File: config.mk
export PLATFORM = sky130hd
export DESIGN_NAME = asyn_fifo
export DESIGN_NICKNAME = d
export VERILOG_FILES = /design/src/rtl/asyn_fifo_pkg.sv /design/src/rtl/fifo_mem.sv /design/src/rtl/asyn_fifo.sv
export SDC_FILE = /design/constraint.sdc
export NUM_CORES = 1
export LEC_CHECK = 0
export ABC_AREA = 1
export BUFFER_PORTS_ARGS = -buffer_cell sky130_fd_sc_hd__buf_2
export CAP_MARGIN = 5
export CORE_MARGIN = 3
export CORE_UTILIZATION = 50
export DETAILED_ROUTE_END_ITERATION = 16
export PLACE_DENSITY = 0.78
export REMOVE_ABC_BUFFERS = 1
export SLEW_MARGIN = 0
export SYNTH_ARGS = -nofsm -noshare
export SYNTH_HDL_FRONTEND = slang
export SYNTH_HIERARCHICAL = 1
export SYNTH_SLANG_ARGS = --single-unit
File: constraint.sdc
create_clock -name wclk -period 4.6 [get_ports wclk]
set_clock_uncertainty 0.15 [all_clocks]
set_input_delay 0 -clock wclk [delete_from_list [all_inputs] [get_ports wclk]]
set_output_delay 0 -clock wclk [all_outputs]
set_load 0.05 [all_outputs]
File: src/rtl/asyn_fifo_pkg.sv
// asyn_fifo shared defaults.
// Default geometry and pointer-width helper.
package asyn_fifo_pkg;

    localparam int DEF_DATA_WIDTH = 8;
    localparam int DEF_DEPTH      = 8;

    // Pointer width needed to address a given depth.
    function automatic int calc_addr_w(input int depth);
        return $clog2(depth);
    endfunction

endpackage

File: src/rtl/fifo_mem.sv
// asyn_fifo storage array.
// One write port, one registered read port.
module fifo_mem #(
    parameter int DATA_WIDTH = 8,
    parameter int DEPTH      = 8,
    parameter int ADDR_W     = 3
) (
    input  logic                  i_clk,
    input  logic                  i_rst,
    input  logic                  i_we,
    input  logic [ADDR_W-1:0]     i_waddr,
    input  logic [DATA_WIDTH-1:0] i_wdata,
    input  logic                  i_re,
    input  logic [ADDR_W-1:0]     i_raddr,
    output logic [DATA_WIDTH-1:0] o_rdata
);

    logic [DATA_WIDTH-1:0] r_mem [DEPTH];
    logic [DATA_WIDTH-1:0] r_rdata;

    // Storage write; contents survive reset.
    always_ff @(posedge i_clk) begin
        if (i_we) begin
            r_mem[i_waddr] <= i_wdata;
        end
    end

    // Registered read data, cleared by reset, held when idle.
    always_ff @(posedge i_clk) begin
        if (i_rst) begin
            r_rdata <= '0;
        end else if (i_re) begin
            r_rdata <= r_mem[i_raddr];
        end
    end

    assign o_rdata = r_rdata;

endmodule

File: src/rtl/asyn_fifo.sv
// asyn_fifo: single-clock FIFO with full/empty and error pulses.
// Pointers, occupancy and flags live here; storage in fifo_mem.
module asyn_fifo
    import asyn_fifo_pkg::*;
#(
    parameter int DATA_WIDTH = DEF_DATA_WIDTH,
    parameter int DEPTH      = DEF_DEPTH
) (
    input  logic                  wclk,
    input  logic                  rst,
    input  logic                  wen,
    input  logic                  ren,
    input  logic [DATA_WIDTH-1:0] wdata,
    output logic [DATA_WIDTH-1:0] rdata,
    output logic                  full,
    output logic                  empty,
    output logic                  overflow,
    output logic                  underflow
);

    localparam int ADDR_W = calc_addr_w(DEPTH);
    localparam logic [ADDR_W:0] FULL_CNT = (ADDR_W + 1)'(DEPTH);

    logic [ADDR_W-1:0] r_wr_ptr;
    logic [ADDR_W-1:0] r_rd_ptr;
    logic [ADDR_W:0]   r_count;
    logic              r_overflow;
    logic              r_underflow;

    logic w_full;
    logic w_empty;
    logic w_wr_ok;
    logic w_rd_ok;

    assign w_full  = (r_count == FULL_CNT);
    assign w_empty = (r_count == '0);
    assign w_wr_ok = wen & ~w_full;
    assign w_rd_ok = ren & ~w_empty;

    // Write pointer advances on each accepted write.
    always_ff @(posedge wclk) begin
        if (rst) begin
            r_wr_ptr <= '0;
        end else if (w_wr_ok) begin
            r_wr_ptr <= r_wr_ptr + 1'b1;
        end
    end

    // Read pointer advances on each accepted read.
    always_ff @(posedge wclk) begin
        if (rst) begin
            r_rd_ptr <= '0;
        end else if (w_rd_ok) begin
            r_rd_ptr <= r_rd_ptr + 1'b1;
        end
    end

    // Occupancy tracks net accepted writes minus reads.
    always_ff @(posedge wclk) begin
        if (rst) begin
            r_count <= '0;
        end else begin
            case ({w_wr_ok, w_rd_ok})
                2'b10:   r_count <= r_count + 1'b1;
                2'b01:   r_count <= r_count - 1'b1;
                default: r_count <= r_count;
            endcase
        end
    end

    // Error pulses: one cycle per rejected request.
    always_ff @(posedge wclk) begin
        if (rst) begin
            r_overflow  <= 1'b0;
            r_underflow <= 1'b0;
        end else begin
            r_overflow  <= wen & w_full;
            r_underflow <= ren & w_empty;
        end
    end

    fifo_mem #(
        .DATA_WIDTH (DATA_WIDTH),
        .DEPTH      (DEPTH),
        .ADDR_W     (ADDR_W)
    ) u_mem (
        .i_clk   (wclk),
        .i_rst   (rst),
        .i_we    (w_wr_ok),
        .i_waddr (r_wr_ptr),
        .i_wdata (wdata),
        .i_re    (w_rd_ok),
        .i_raddr (r_rd_ptr),
        .o_rdata (rdata)
    );

    assign full      = w_full;
    assign empty     = w_empty;
    assign overflow  = r_overflow;
    assign underflow = r_underflow;

endmodule

==> impl_metrics.csv <==
group,metric,value,unit
final_layout,mostFrequentLayoutCells,"nand2_1 (90), inv_1 (81), edfxtp_1 (64)",
worst_setup_path,worst_path_max_delay_cell,"dfxtp_1",
detailed_routing,route.detailed.drc,0,
detailed_routing,drtAntennaViolNets,0,
clock_tree,clk_pin_slew,0.09,ns
grt,grt_max_degree,37,
pwr,ir_worst_vdd,0.0002746,V
logic_synthesis,synthAdderAreaFrac,0.02203,
clock_tree,htreeDepth,3,
run_status,status,"finished, final reports clean",
worst_setup_path,slowest_delay,0.91,ns
clock_tree,cts_tree,"built",
final_layout,drive_gt1_frac,0.1291,
worst_setup_path,critPathBufInv,1,
placed_design,dpl.hpwl,4.709,mm
grt,gr-total-overflow,0,
logic_synthesis,synth_simple_gate_area_share,0.1979,
floorplanning,start_util,0.5340,
final_layout,num_antenna_cells,0,
detailed_routing,wirelength,7.866,mm
worst_setup_path,worst_setup_path_start_kind,"flip-flop",
placed_design,place_congestion,0.8025,
grt,grt_pass1_wl,12.56,mm
clock_tree,insertion_delay,0.37,ns
worst_setup_path,endpoint_kind,"flip-flop",
hold_path,hp-class,"in -> reg",
timing,hold_violations,0,
timing,slew_headroom,0.2528,
clock_tree,clock-sinks,84,
floorplanning,core_area,7019,µm²
clock_tree,postCtsSetupBuffers,0,
pwr,finalPower,0.002239,W
logic_synthesis,synth-compound-area-share,0.04139,
timing,fin_crit,2.366,ns
logic_synthesis,synth_top_family_by_area,"simple AND/OR/NAND/NOR gates",
clock_tree,clockRootBuffer,"clkbuf_8",
detailed_routing,wl_per_cell,15.07,µm
grt,antenna_found_initial,0,
logic_synthesis,synthCells,386,
logic_synthesis,synth_edf_count,64,
worst_setup_path,path_cells,"ha_1 > xor2_1 > nand3_1 > a21oi_1 > dlygate4sd3_1",
floorplanning,fp.dieW,92.59,µm
worst_setup_path,criticalPathCategory,"reg -> reg",
logic_synthesis,synth_area,3749,µm²
logic_synthesis,yosysSeqAreaShare,0.6195,
timing,tightest_slew,1.117,ns
floorplanning,dieArea,8572,µm²
logic_synthesis,async_flop_share,0,
timing,max_clock_freq,422.7,MHz
detailed_routing,drt_pass1_iterations,6,
timing,final.setup.tns,0,ns
worst_setup_path,worst_ep_required_time,4.76,ns
logic_synthesis,synth_ff_type,"edfxtp_1",
floorplanning,boundaryPins,24,
logic_synthesis,synthMuxAreaShare,0,
timing,finalCritPeriodShare,0.5143,
detailed_routing,drt_iter0_drc,296,
pwr,p_leak,1.902,nW
clock_tree,cts_buffers,9,
logic_synthesis,syn_area_per_cell,9.711,µm²
logic_synthesis,synth_cell_type_count,25,
floorplanning,die_h,92.59,µm
floorplanning,rows,30,
grt,grt_use_total,0.1949,
logic_synthesis,synth_xor_area_frac,0.007009,
placed_design,portBuffers,23,
final_layout,fin_nets,439,
clock_tree,clockBufferDepth,2,
final_layout,syn_to_final_growth,12.28,%
pwr,power_density,532.0,nW/µm²
final_layout,final_common_cell,"nand2_1",
worst_setup_path,arrival,2.53,ns
logic_synthesis,synth_warnings,6,
timing,slew_viol_final,0,
detailed_routing,via_per_inst,5.084,
logic_synthesis,ys_ff_latch,84,
detailed_routing,routed-via-count,2654,
worst_setup_path,critPathMaxFanout,19,
timing,setup_violations,0,
worst_setup_path,cpLargestDelayFamily,"flip-flops",
grt,first_global_vias,2501,
job,maxCapViolations,0,
timing,rsz0062_at_grt,"false",
[cells in the mapped netlist, types with 2 or more instances]
master / count / area (µm²)
inv_4: 3 / 18.77
a21oi_2: 4 / 35.03
nand2_2: 3 / 18.77
buf_2: 6 / 30.03
nand2_1: 90 / 337.8
xor2_1: 2 / 17.52
o21ai_1: 2 / 10.01
ha_1: 5 / 62.56
inv_1: 81 / 304.0
buf_6: 5 / 56.30
o21ai_0: 11 / 55.05
edfxtp_1: 64 / 1922
a21oi_1: 11 / 55.05
nand3_1: 53 / 265.3
nor2_1: 17 / 63.81
dfxtp_1: 20 / 400.4
[timing repair]
item | CTS | global route
hold buffers | 12 | 0
resized for setup | 0 | 0
hold endpoints to repair | 84 | 0
[sequential cells by signal, summed over array words and instances, names as in the netlist]
name,flops
overflow,1
r_rd_ptr,3
underflow,1
r_count,4
r_wr_ptr,3
u_mem/r_mem,64
u_mem/o_rdata,8
[worst paths after layout]
path | from | end | slack, ns | cells past startpoint
hold / removal | wdata[7] | u_mem/r_mem[5][7]$_DFFE_PP_ | 0.28 | 2
setup reg to reg | r_rd_ptr[1]$_SDFFE_PP0P_ | r_rd_ptr[2]$_SDFFE_PP0P_ | 2.23 | 5
setup / recovery | r_rd_ptr[1]$_SDFFE_PP0P_ | r_rd_ptr[2]$_SDFFE_PP0P_ | 2.23 | 5
hold reg to reg | r_wr_ptr[2]$_SDFFE_PP0P_ | r_wr_ptr[2]$_SDFFE_PP0P_ | 0.38 | 2
[stage by stage]
stage | cell area, µm² | hold WS, ns | utilization | setup slack [ns] | instances
floorplan | 3655 | -0.08093 | - | 2.516 | 374
finish | 4209 | 0.2806 | 0.5996 | 2.234 | 522
global route | 4209 | 0.3015 | 0.5996 | 2.033 | 522
detailed placement | 3897 | 0.1096 | 0.5553 | 2.279 | 494
global placement | 3897 | 0.1081 | 0.5553 | 2.379 | 494
CTS | 4209 | 0.2678 | 0.5996 | 2.252 | 522
[layer usage]
metal | share of wire | global-route usage
met5 | 0 | 0
met4 | 0.032 | 0.1027
met3 | 0.077 | 0.04224
met2 | 0.47 | 0.3039
met1 | 0.42 | 0.2554
[power by group]
group          switching (W)  internal (W)
Clock               0.000271      0.000251
Sequential         0.0000775      0.000905
Combinational       0.000526      0.000209
Total               0.000875       0.00136
[cells by family after synthesis]
group / count (synthesis)
flops: 84
buf+inv: 97
xor+xnor: 3
compound gates: 28
fa+ha+maj: 6
simple gates: 168
[cell type report]
cell class,instances,area (µm²)
Clock buffer,10,127.6
Inverter,85,326.6
Tap cell,96,120.1
Fill cell,585,2810
Sequential cell,84,2322
Timing Repair Buffer,36,242.7
Clock inverter,6,63.81
Multi-Input combinational cell,205,1006
Note: power is estimated with default switching activity, not from simulation.
